$ cat config.mk
export PLATFORM = sky130hd
export DESIGN_NAME = alu_writeback
export DESIGN_NICKNAME = d
export VERILOG_FILES = /design/src/rtl/alu_pkg.sv /design/src/rtl/alu_core.sv /design/src/rtl/alu_writeback.sv
export SDC_FILE = /design/constraint.sdc
export NUM_CORES = 1
export LEC_CHECK = 0
export ABC_AREA = 1
export ABC_CLOCK_PERIOD_IN_PS = 4000
export CAP_MARGIN = 30
export CORE_ASPECT_RATIO = 0.7
export CORE_MARGIN = 4
export CORE_UTILIZATION = 35
export CTS_BUF_LIST = sky130_fd_sc_hd__clkbuf_8
export DETAILED_ROUTE_END_ITERATION = 12
export GPL_TIMING_DRIVEN = 0
export PLACE_DENSITY_LB_ADDON = 0.25
export SYNTH_ARGS = -nofsm -noshare
export SYNTH_HDL_FRONTEND = slang
export SYNTH_SLANG_ARGS = --single-unit
$ cat constraint.sdc
create_clock -name clk -period 4 [get_ports clk]
set_input_delay 0.4 -clock clk [delete_from_list [all_inputs] [get_ports clk]]
set_output_delay 0.4 -clock clk [all_outputs]
set_load 0.05 [all_outputs]
$ cat src/rtl/alu_pkg.sv
// Shared definitions for the ALU writeback slice.
//   DW, AW  : default data and register-address widths
//   RW      : width of the retired-instruction counter
//   op_e    : 3-bit opcode encoding used by the block and its bench
package alu_pkg;

  localparam int DW = 16;
  localparam int AW = 4;
  localparam int RW = 16;

  typedef enum logic [2:0] {
    OP_ADD = 3'b000,
    OP_SUB = 3'b001,
    OP_AND = 3'b010,
    OP_OR  = 3'b011,
    OP_XOR = 3'b100,
    OP_SHL = 3'b101,
    OP_SHR = 3'b110,
    OP_NOP = 3'b111
  } op_e;

endpackage

$ cat src/rtl/alu_core.sv
// Purely combinational ALU datapath.
//   op     : opcode (alu_pkg::op_e)
//   a, b   : operands, DW bits
//   result : DW-bit result, wrapping for ADD/SUB; 0 for NOP
//   carry  : carry-out for ADD, borrow (a < b unsigned) for SUB, 0 otherwise
module alu_core #(
  parameter int DW = alu_pkg::DW
) (
  input  alu_pkg::op_e    op,
  input  logic [DW-1:0]   a,
  input  logic [DW-1:0]   b,
  output logic [DW-1:0]   result,
  output logic            carry
);
  import alu_pkg::*;

  // One extra bit catches the carry on ADD and the borrow on SUB: with both
  // operands zero-extended, the top bit of a - b is set exactly when a < b.
  logic [DW:0] sum;

  always_comb begin
    // NOTE: every output of a combinational block gets a default first so no
    // path through the case leaves it unassigned, which would infer a latch.
    sum    = '0;
    result = '0;
    carry  = 1'b0;
    case (op)
      OP_ADD: begin
        sum    = {1'b0, a} + {1'b0, b};
        result = sum[DW-1:0];
        carry  = sum[DW];
      end
      OP_SUB: begin
        sum    = {1'b0, a} - {1'b0, b};
        result = sum[DW-1:0];
        carry  = sum[DW];
      end
      OP_AND:  result = a & b;
      OP_OR:   result = a | b;
      OP_XOR:  result = a ^ b;
      OP_SHL:  result = a << b[3:0];
      OP_SHR:  result = a >> b[3:0];
      default: result = '0;
    endcase
  end

endmodule

$ cat src/rtl/alu_writeback.sv
// Single-issue ALU execute/writeback stage in front of a register file.
//   clk, rst              : clock, synchronous active-high reset
//   in_valid / in_ready   : instruction handshake (ready is low only in reset)
//   in_op, in_rs1/2, in_rd: opcode, source and destination registers
//   readaddr1/2, readdata1/2 : combinational register-file read port
//   w_en, writeaddr, writedata: register-file write port, one cycle after accept
//   flag_z, flag_c        : zero / carry of the last retired writing op
//   retired               : wrapping count of retired writing instructions
module alu_writeback #(
  parameter int DW = alu_pkg::DW,
  parameter int AW = alu_pkg::AW
) (
  input  logic          clk,
  input  logic          rst,
  input  logic          in_valid,
  output logic          in_ready,
  input  logic [2:0]    in_op,
  input  logic [AW-1:0] in_rs1,
  input  logic [AW-1:0] in_rs2,
  input  logic [AW-1:0] in_rd,
  output logic [AW-1:0] readaddr1,
  output logic [AW-1:0] readaddr2,
  input  logic [DW-1:0] readdata1,
  input  logic [DW-1:0] readdata2,
  output logic          w_en,
  output logic [AW-1:0] writeaddr,
  output logic [DW-1:0] writedata,
  output logic          flag_z,
  output logic          flag_c,
  output logic [15:0]   retired
);
  import alu_pkg::*;

  typedef struct packed {
    logic          valid;
    op_e           op;
    logic [AW-1:0] rd;
    logic [DW-1:0] a;
    logic [DW-1:0] b;
  } stage_e_t;

  stage_e_t      e_q, e_d;
  logic          flag_z_q, flag_z_d;
  logic          flag_c_q, flag_c_d;
  logic [15:0]   retired_q, retired_d;

  logic          accept;
  logic          fwd_a, fwd_b;
  logic [DW-1:0] alu_result;
  logic          alu_carry;

  alu_core #(.DW(DW)) u_core (
    .op     (e_q.op),
    .a      (e_q.a),
    .b      (e_q.b),
    .result (alu_result),
    .carry  (alu_carry)
  );

  // Read port follows the request addresses directly, valid or not.
  assign readaddr1 = in_rs1;
  assign readaddr2 = in_rs2;

  assign in_ready = ~rst;
  assign accept   = in_valid & in_ready;

  // The write is gated by rst so an op caught in flight by reset never lands.
  assign w_en      = e_q.valid && (e_q.op != OP_NOP) && !rst;
  assign writeaddr = e_q.rd;
  assign writedata = alu_result;

  // The register file only commits this cycle's write at the clock edge, so a
  // dependent instruction accepted now takes the value off the write port.
  // Gating on w_en keeps a NOP's dummy result from ever being forwarded.
  assign fwd_a = w_en && (in_rs1 == writeaddr);
  assign fwd_b = w_en && (in_rs2 == writeaddr);

  always_comb begin
    e_d.valid = accept;
    e_d.op    = op_e'(in_op);
    e_d.rd    = in_rd;
    e_d.a     = fwd_a ? writedata : readdata1;
    e_d.b     = fwd_b ? writedata : readdata2;
  end

  // Flags and the counter capture the op at the end of its write cycle, the
  // same edge at which the register file commits it.
  always_comb begin
    flag_z_d  = flag_z_q;
    flag_c_d  = flag_c_q;
    retired_d = retired_q;
    if (w_en) begin
      flag_z_d  = (alu_result == '0);
      flag_c_d  = alu_carry;
      retired_d = retired_q + 16'd1;
    end
  end

  always_ff @(posedge clk) begin
    // NOTE: state registers use non-blocking assignments so every flop
    // samples its pre-edge inputs regardless of statement order.
    e_q       <= e_d;
    flag_z_q  <= flag_z_d;
    flag_c_q  <= flag_c_d;
    retired_q <= retired_d;
    if (rst) begin
      // NOTE: only control state is reset; the operand/opcode fields are
      // qualified by valid and never observed while it is low.
      e_q.valid <= 1'b0;
      flag_z_q  <= 1'b0;
      flag_c_q  <= 1'b0;
      retired_q <= '0;
    end
  end

  assign flag_z  = flag_z_q;
  assign flag_c  = flag_c_q;
  assign retired = retired_q;

endmodule

Word-level counts from Yosys, hierarchy flattened

Cells that the tools add are included.

Equality and inequality tests: 9
Bitwise logic cells: 5
Multiplexer cells: 4
Add/sub/neg operators: 3
Shift-type cells: 2
Reductions and logical operators: 7

Operators with widths:

| kind                  | number |
|---|---|
| $pmux 16 s7           | 1 |
| $mux 16               | 2 |
| $add 16x16->17        | 1 |
| $sub 16x16->17        | 1 |
| $add 16x1->16 const B | 1 |
| $and 16x16->16        | 1 |
| $logic_not 16->1      | 1 |
| $or 16x16->16         | 1 |
| $shl 16x4->16         | 1 |
| $shr 16x4->16         | 1 |
| $xor 16x16->16        | 1 |
| $eq 3x3->1 const B    | 3 |
| $eq 4x4->1            | 2 |
| $eq 3x2->1 const B    | 2 |
| $logic_and 1x1->1     | 4 |
| $eq 3x1->1 const B    | 1 |
| $logic_not 3->1       | 1 |
| $ne 3x3->1 const B    | 1 |
| $pmux 1 s2            | 1 |
| $and 1x1->1           | 1 |
| $logic_not 1->1       | 1 |
| $not 1->1             | 1 |

Register bits after elaboration: 58
Word-level logic and storage cells: 38
Output and inout bits: 48
Input port bits: 50

Depth between registers and ports, before layout

Gate-level depths: netlist of run 1.

Depth in word-level cells: 5
Gate-level depth with buffers: 21
Gate-level depth less buffers: 18

Hierarchy

A second synthesis of run 1 with hierarchy kept.

Cell total of the unflattened synthesis: 1152
Area, all modules: 6517.5 sq um

By module, submodules not included:

| module        | instances | cells an instance | area an instance (sq um) |
|---|---|---|---|
| alu_core      | 1         | 809               | 3988.8 |
| alu_writeback | 1         | 343               | 2528.7 |

Worst setup path after synthesis of run 1

Ideal clock, no wire load.

Path type: flip-flop to flip-flop
From: register e_q[2] in the netlist's numbering
To: register flag_z_q (netlist: flag_z)
Cell stages (with the launch flop): 20
Arrival time: 2.837 ns
Library setup time: 0.071 ns
Path slack: 1.092 ns
Buffers on the path: 3
Path through: dfxtp_1 buf_2 clkinv_1 buf_2 ha_1 buf_2 inv_1 nand2_1 nand2_1 and2_1 nand3_1 nand3_1 nand2_1 nand3_1 nand3_1 nor2_1 nand2_1 nor2_1 nand2_1 a21oi_1

Cells in the longest elaborated chain, start to end: 3

Ends and longest elaborated chain:

| item                                         | RTL line             | text |
|---|---|---|
| from (decl)                                  | alu_writeback.sv:42  | `stage_e_t e_q, e_d;` |
| $sub 16x16->17, or another cell as far along | alu_core.sv:34       | `sum = {1'b0, a} - {1'b0, b};` |
| $pmux 16 s7 *                                | alu_core.sv:27       | `case (op)` |
| named net writedata[12]                      | alu_writeback.sv:27  | `output logic [DW-1:0] writedata,` |
| $logic_not 16->1 *                           | alu_writeback.sv:93  | `flag_z_d = (alu_result == '0);` |
| to (signal assigned)                         | alu_writeback.sv:103 | `flag_z_q <= flag_z_d;` |
| to (decl)                                    | alu_writeback.sv:43  | `logic flag_z_q, flag_z_d;` |

The timed path passes the listed nets; every way through them passes the cells marked *.
A chain may end at the register's enable or synchronous reset.

Worst setup path after layout of run 1

From: register e_q[2] in the netlist's numbering
To: output port writedata[12]

Cells in the longest elaborated chain, start to end: 2

Ends and longest elaborated chain:

| item                                         | RTL line |
|---|---|
| $sub 16x16->17, or another cell as far along | alu_core.sv:34 |
| $pmux 16 s7 *                                | alu_core.sv:27 |
| to (decl)                                    | alu_writeback.sv:27 |

Every way passes the cells marked *; elsewhere a longest branch is shown, timed or not.

==> results of run 1 <==
placed cells by master (no fill, tap or decap), types with 12 or more instances in the layout:
| cell | netlist | layout |
|---|---|---|
| buf_4 | 15 | 17 |
| inv_1 | 126 | 128 |
| dfxtp_1 | 58 | 58 |
| nor3_1 | 12 | 12 |
| nor2_1 | 105 | 98 |
| clkdlybuf4s50_1 | 0 | 83 |
| ha_1 | 53 | 53 |
| nand3_1 | 189 | 188 |
| nand2_1 | 324 | 324 |
| a21oi_1 | 40 | 40 |
| buf_2 | 27 | 27 |
| o21ai_0 | 43 | 43 |
| nand4_1 | 16 | 16 |
path summary, 6_finish.rpt:
kind / to / slack [ns]
worst max-delay path: writedata[12] / 0.24
worst min-delay path: retired[7]$_SDFFE_PP0P_ / 0.48
worst max register to register: flag_z$_SDFFE_PP0P_ / 0.61
worst min register to register: retired[7]$_SDFFE_PP0P_ / 0.48
power groups by stage:
stage               combinational, mW  sequential, mW  clock (mW)
global route                    0.996           0.641       0.585
global placement                0.895           0.650           0
detailed placement              0.896           0.651           0
CTS                             0.889           0.638       0.554
finish                          0.916           0.638       0.541
floorplan                       0.595           0.643           0
what timing repair did:
item,CTS,global route
pin swaps,0,1
gates resized for setup,16,44
endpoints found under the hold margin,0,0
setup endpoints to repair,12,14
cloned,0,0
per-stage QoR:
step / worst slack, ns / total power, mW
CTS: 0.007858 / 2.081
global placement: 0.08088 / 1.545
global route: 0.01033 / 2.222
floorplan: 1.092 / 1.238
finish: 0.2363 / 2.096
detailed placement: 0.06210 / 1.546
registers in the layout, summed over array words and instances (netlist names):
signal	cells
retired	16
writeaddr	4
e_q	36
flag_z	1
flag_c	1
Yosys cell counts (3+ instances only):
library cell,n
nor3_1,12
o21ai_0,43
o21bai_1,3
dfxtp_1,58
buf_4,15
buf_2,27
inv_1,126
ha_1,53
buf_6,5
nand2_1,324
inv_2,8
nand4_1,16
nor2_1,105
o211ai_1,5
nand3_1,189
o22ai_1,4
xor2_1,10
nand2_2,8
a21oi_1,40
or2_2,7
cells by family after synthesis:
logic type / count (synthesis)
flip-flops: 58
XOR/XNOR: 12
AO/OA/AOI/OAI: 100
buffers and inverters: 188
AND/OR/NAND/NOR: 679
adder cells (fa/ha/maj): 55
cell type report:
cell class              instances  area, sq um  area share (%)
clock buffers                   9        123.9           1.599
repair buffers                 97        923.4           11.92
flip-flops and latches         58         1161           14.99
well taps                     231        289.0           3.731
clock inverters                 7        62.56          0.8075
inverters                     137        520.5           6.718
multi-input cells             846         4347           56.10
plain buffers                  51        320.3           4.134
routing by layer:
layer | up-vias | wire length (um) | track usage (%)
li1 | 3715 | - | -
met1 | 3332 | 12470 | 37.94
met2 | 399 | 8953 | 30.89
met3 | 35 | 2846 | 6.373
met4 | 0 | 408 | 4.916
met5 | - | 0 | 0
worst reg2reg max path, delay by kind of cell (launching register included):
kind | cells | cell delay [ns]
simple gates | 10 | 1.37
flops | 1 | 0.37
compound gates | 2 | 0.26
buf+inv | 5 | 1.01
fa+ha+maj | 1 | 0.32
==> out/results.ini, run 1 <==
[layout]
area_growth_pct=23.03
utilization_pct=44.48
antennaDiodeCount=0
design_area_sq_um=7747
layout-drive-gt1-share_pct=9.627
n_fill_cell=1949
nNetsFinal=1305
layout.cells.non_filler=1436

[cts]
clock_latency_ns=0.36
cts_buffers=9
ctsHoldBuffers=0
cts_setup_buffers=0
clockBufferDepth=2
cts_tree=built
clk_pin_slew_ns=0.07
ctsRootBufferMaster=clkbuf_8
h-tree-depth=3
cts.sinks=58

[power]
leakage_nw=3.965
p_int_mw=1.174
combPwrFrac_pct=43.7
cellPowerDensity_nw_per_um2=270.5
seq_power_share_pct=30.5
ir_drop_mv=0.1517
switching_share_pct=43.97
clkPwrFrac_pct=25.8
p_sw_mw=0.9215

[synthesis]
synth_top_family_by_area=simple AND/OR/NAND/NOR gates
syn_area_per_cell_sq_um=5.767
synth_ff_type=dfxtp_1
netlist_area_sq_um=6297
synth_adder_area_share_pct=11.17
synth_xor_area_share_pct=1.669
synth_seq_area_share_pct=18.44
synth_top_area_share_pct=19.31
synth-simple-area-share_pct=46.89
synth_cell_types=42
synth_edf_count=0
yosys_warnings=0
postSynthCellCount=1092
synth_mux_area_share_pct=0
synth_compound_area_share_pct=8.544
synth_top_cell_by_area=nand2_1
synthesis.nets=1197
synthTopCellsByArea=nand2_1 19%, dfxtp_1 18%, nand3_1 15%
async_flop_share_pct=0
ys_seq_elements=58

[place]
dp_cells=1420
gp_congestion=1.019
portBuffers=97
dp_hpwl_mm=19.95
placed_cell_area_sq_um=7557

[detailed_routing]
viasPerCell=5.210
vias=7481
routed_wirelength_mm=24.68
drt-pass1-iter-count=5
dr.first_iter.drc_count=853
drc=0
postRouteAntennaNets=0
routedWlPerCell_um=17.18

[worst_hold_path]
hold_depth=2
hp-start=retired[7]$_SDFFE_PP0P_
hold_class=register to register

[sta]
period_share_pct=94.09
whs_ns=0.4827
maxSlewViolCount=0
setup_tns_ns=0
setup_viol_count_final=0
clock_skew_ns=0.02227
timing.fmax_mhz=265.7
period_needed_ns=3.764
final-hold-violation-count=0
rsz0062_at_grt=false
slew_headroom_pct=60.68
worst_pin_slew_ns=0.5844

[global_route]
grt_pass1_vias=6738
antenna_found_initial=0
grtUsageTotal_pct=23.75
grt_first_pass_wirelength_mm=37.81
grt_max_degree=12
overflow=0

[status]
run_status=completed

[floorplan]
num_io_pins=98
fp.dieW_um=168.3
die_area_sq_um=20240
start_util_pct=36.16
rows=40
die_h_um=120.2
core-area_sq_um=17420

[worst_setup_path]
critical_path_peak_fanout=11
critPathTopFamily=buffers and inverters
worstPathBufferInverterCount=6
startpoint=e_q[2]$_DFF_P_
end_kind=primary output
required_ns=3.60
r2r_cells=18
worstPathArrival_ns=3.36
path_depth=15
path_cells=buf_2 -> clkinvlp_4 -> buf_2 -> ha_1 -> buf_2 -> inv_1 -> nand2_1 -> nand2_1 -> and2_1 -> nand3_1 -> nand3_1 -> nand2_1 -> nand3_1 -> nand3_1 -> buf_4
slowest_delay_ns=0.37
critPathLaunchType=register
crit_type=register to primary output
cpMostUsedCell=nand3_1
worst_path_max_delay_cell=dfxtp_1
r2r-start=e_q[2]$_DFF_P_

[flow_run]
cap_violations=0

Power figures use the tool's default switching activity.
==> run 2: changes to the inputs <==
--- a/config.mk
+++ b/config.mk
@@ -9,7 +9,6 @@
 export ABC_CLOCK_PERIOD_IN_PS = 4000
 export CAP_MARGIN = 30
 export CORE_ASPECT_RATIO = 0.7
-export CORE_MARGIN = 4
 export CORE_UTILIZATION = 35
 export CTS_BUF_LIST = sky130_fd_sc_hd__clkbuf_8
 export DETAILED_ROUTE_END_ITERATION = 12
==> out/results.ini, run 2 (synthesis results as in run 1) <==
[detailed_routing]
routedWlPerCell_um=17.41
drc=0
vias=7480
postRouteAntennaNets=0
dr.first_iter.drc_count=865
drt-pass1-iter-count=5
viasPerCell=5.216
routed_wirelength_mm=24.96

[sta]
setup_viol_count_final=0
worst_pin_slew_ns=0.6402
rsz0062_at_grt=true
timing.fmax_mhz=260.9
final-hold-violation-count=0
whs_ns=0.4709
period_needed_ns=3.833
period_share_pct=95.81
clock_skew_ns=0.01533
maxSlewViolCount=0
slew_headroom_pct=56.93

[worst_setup_path]
r2r-start=e_q[2]$_DFF_P_
critical_path_peak_fanout=11
worstPathArrival_ns=3.43
required_ns=3.60
r2r_cells=19
critPathLaunchType=register
end_kind=primary output
r2r-end=flag_z$_SDFFE_PP0P_
crit_type=register to primary output
reg2reg_slack_ns=0.66

[status]
run_status=completed

[floorplan]
die_area_sq_um=18540
start_util_pct=36.26
num_io_pins=98
die_h_um=114.2
rows=40
fp.dieW_um=162.3
core-area_sq_um=17370

[layout]
mostFrequentLayoutCell=nand2_1
area_growth_pct=22.75
layout-drive-gt1-share_pct=9.476
regMostFlops=e_q
layout.cells.non_filler=1434
antennaDiodeCount=0
nNetsFinal=1305
mostFrequentLayoutCells=324 x nand2_1, 189 x nand3_1, 126 x inv_1
largest_register_ff_count=36

[global_route]
antenna_found_initial=1
grt_max_degree=12
grt_first_pass_wirelength_mm=37.72
overflow=0
grtUsageTotal_pct=27.27
grt_pass1_vias=6566

[cts]
cts.sinks=58
cts_buffers=9
clk_pin_slew_ns=0.08
clockBufferDepth=2
ctsHoldBuffers=0
h-tree-depth=3
cts_tree=built
clock_latency_ns=0.36
ctsRootBufferMaster=clkbuf_8

[power]
cellPowerDensity_nw_per_um2=274.0
power_mw=2.118
leakage_nw=3.955
ir_drop_mv=0.1695

[worst_hold_path]
hold_end=e_q[36]$_DFF_P_
hold_class=input port to register
hp-start=in_op[0]
hold_depth=1

[flow_run]
cap_violations=0

[place]
dp_cells=1420
dp_hpwl_mm=20.08
gp_congestion=0.9832
portBuffers=97

==> run 2: cell types whose count changed in the layout (fill, tap and decap cells not counted), sizes merged, moves of 2 or more <==
| cell | previous run | this run |
|---|---|---|
| clkbuf | 22 | 24 |
| inv | 137 | 135 |
| dlygate4sd2 | 0 | 2 |
| clkinvlp | 3 | 0 |
==> run 2: what timing repair did <==
| item | CTS | global route |
|---|---|---|
| endpoints found under the setup margin | 13 | 14 |
| gates resized for setup | 20 | 31 |
| buffers inserted | 0 | 0 |
| hold endpoints to repair | 0 | 0 |
==> run 2: power by group <==
part	internal (mW)	total (mW)	switching [mW]
Clock	0.313	0.566	0.254
Sequential	0.603	0.639	0.0359
Combinational	0.287	0.913	0.626
==> run 2: metal layers <==
| layer | wire (um) | GRT usage (%) | share of wire (%) |
|---|---|---|---|
| met5 | 0 | 0 | 0 |
| met4 | 270 | 5.660 | 1.1 |
| met2 | 9419 | 36.52 | 38 |
| met3 | 2692 | 6.882 | 11 |
| met1 | 12580 | 42.32 | 50 |
==> run 2: worst max-delay path by stage <==
stage                   start                   to  slack, ns  cells after the start
2_1_floorplan  e_q[2]$_DFF_P_  flag_z$_SDFFE_PP0P_       1.09                     19
3_3_place_gp   e_q[2]$_DFF_P_         writedata[7]      -0.07                     16
3_5_place_dp   e_q[2]$_DFF_P_         writedata[7]      -0.05                     16
4_1_cts        e_q[2]$_DFF_P_         writedata[9]       0.02                     14
5_1_grt        e_q[2]$_DFF_P_        writedata[10]      -0.09                     17
6_report       e_q[2]$_DFF_P_        writedata[10]       0.17                     17
==> run 2: area by class of cell <==
cell class / instances / area (sq um)
Tap cell: 231 / 289.0
Fill cell: 1911 / 9637
Multi-Input combinational cell: 846 / 4332
Sequential cell: 58 / 1161
Clock inverter: 3 / 40.04
Timing Repair Buffer: 97 / 918.4
Buffer: 51 / 320.3
Clock buffer: 11 / 151.4
Inverter: 137 / 518.0
==> run 2: through the flow <==
step	TNS [ns]	setup WS, ns	area (sq um)	utilization [%]
final	0	0.1674	7730	44.51
after global routing	-0.08947	-0.08947	7730	44.51
after CTS	0	0.01680	7735	44.54
after detailed placement	-0.09344	-0.05175	7557	43.52
after global placement	-0.1243	-0.06801	7557	43.52
after floorplan	0	1.092	6297	-
==> run 2: worst max-delay path: stages (launching register included) <==
cell	delay, ns
dfxtp_1	0.35
buf_2	0.23
clkinv_2	0.17
buf_2	0.27
ha_1	0.31
buf_2	0.19
nand2_1	0.07
nand2_1	0.17
nand3_1	0.12
nand2_1	0.17
nand2_1	0.09
nand2_1	0.06
nand2_1	0.04
nand3_1	0.06
nand2_1	0.08
nor2_4	0.18
inv_1	0.05
dlygate4sd2_1	0.42
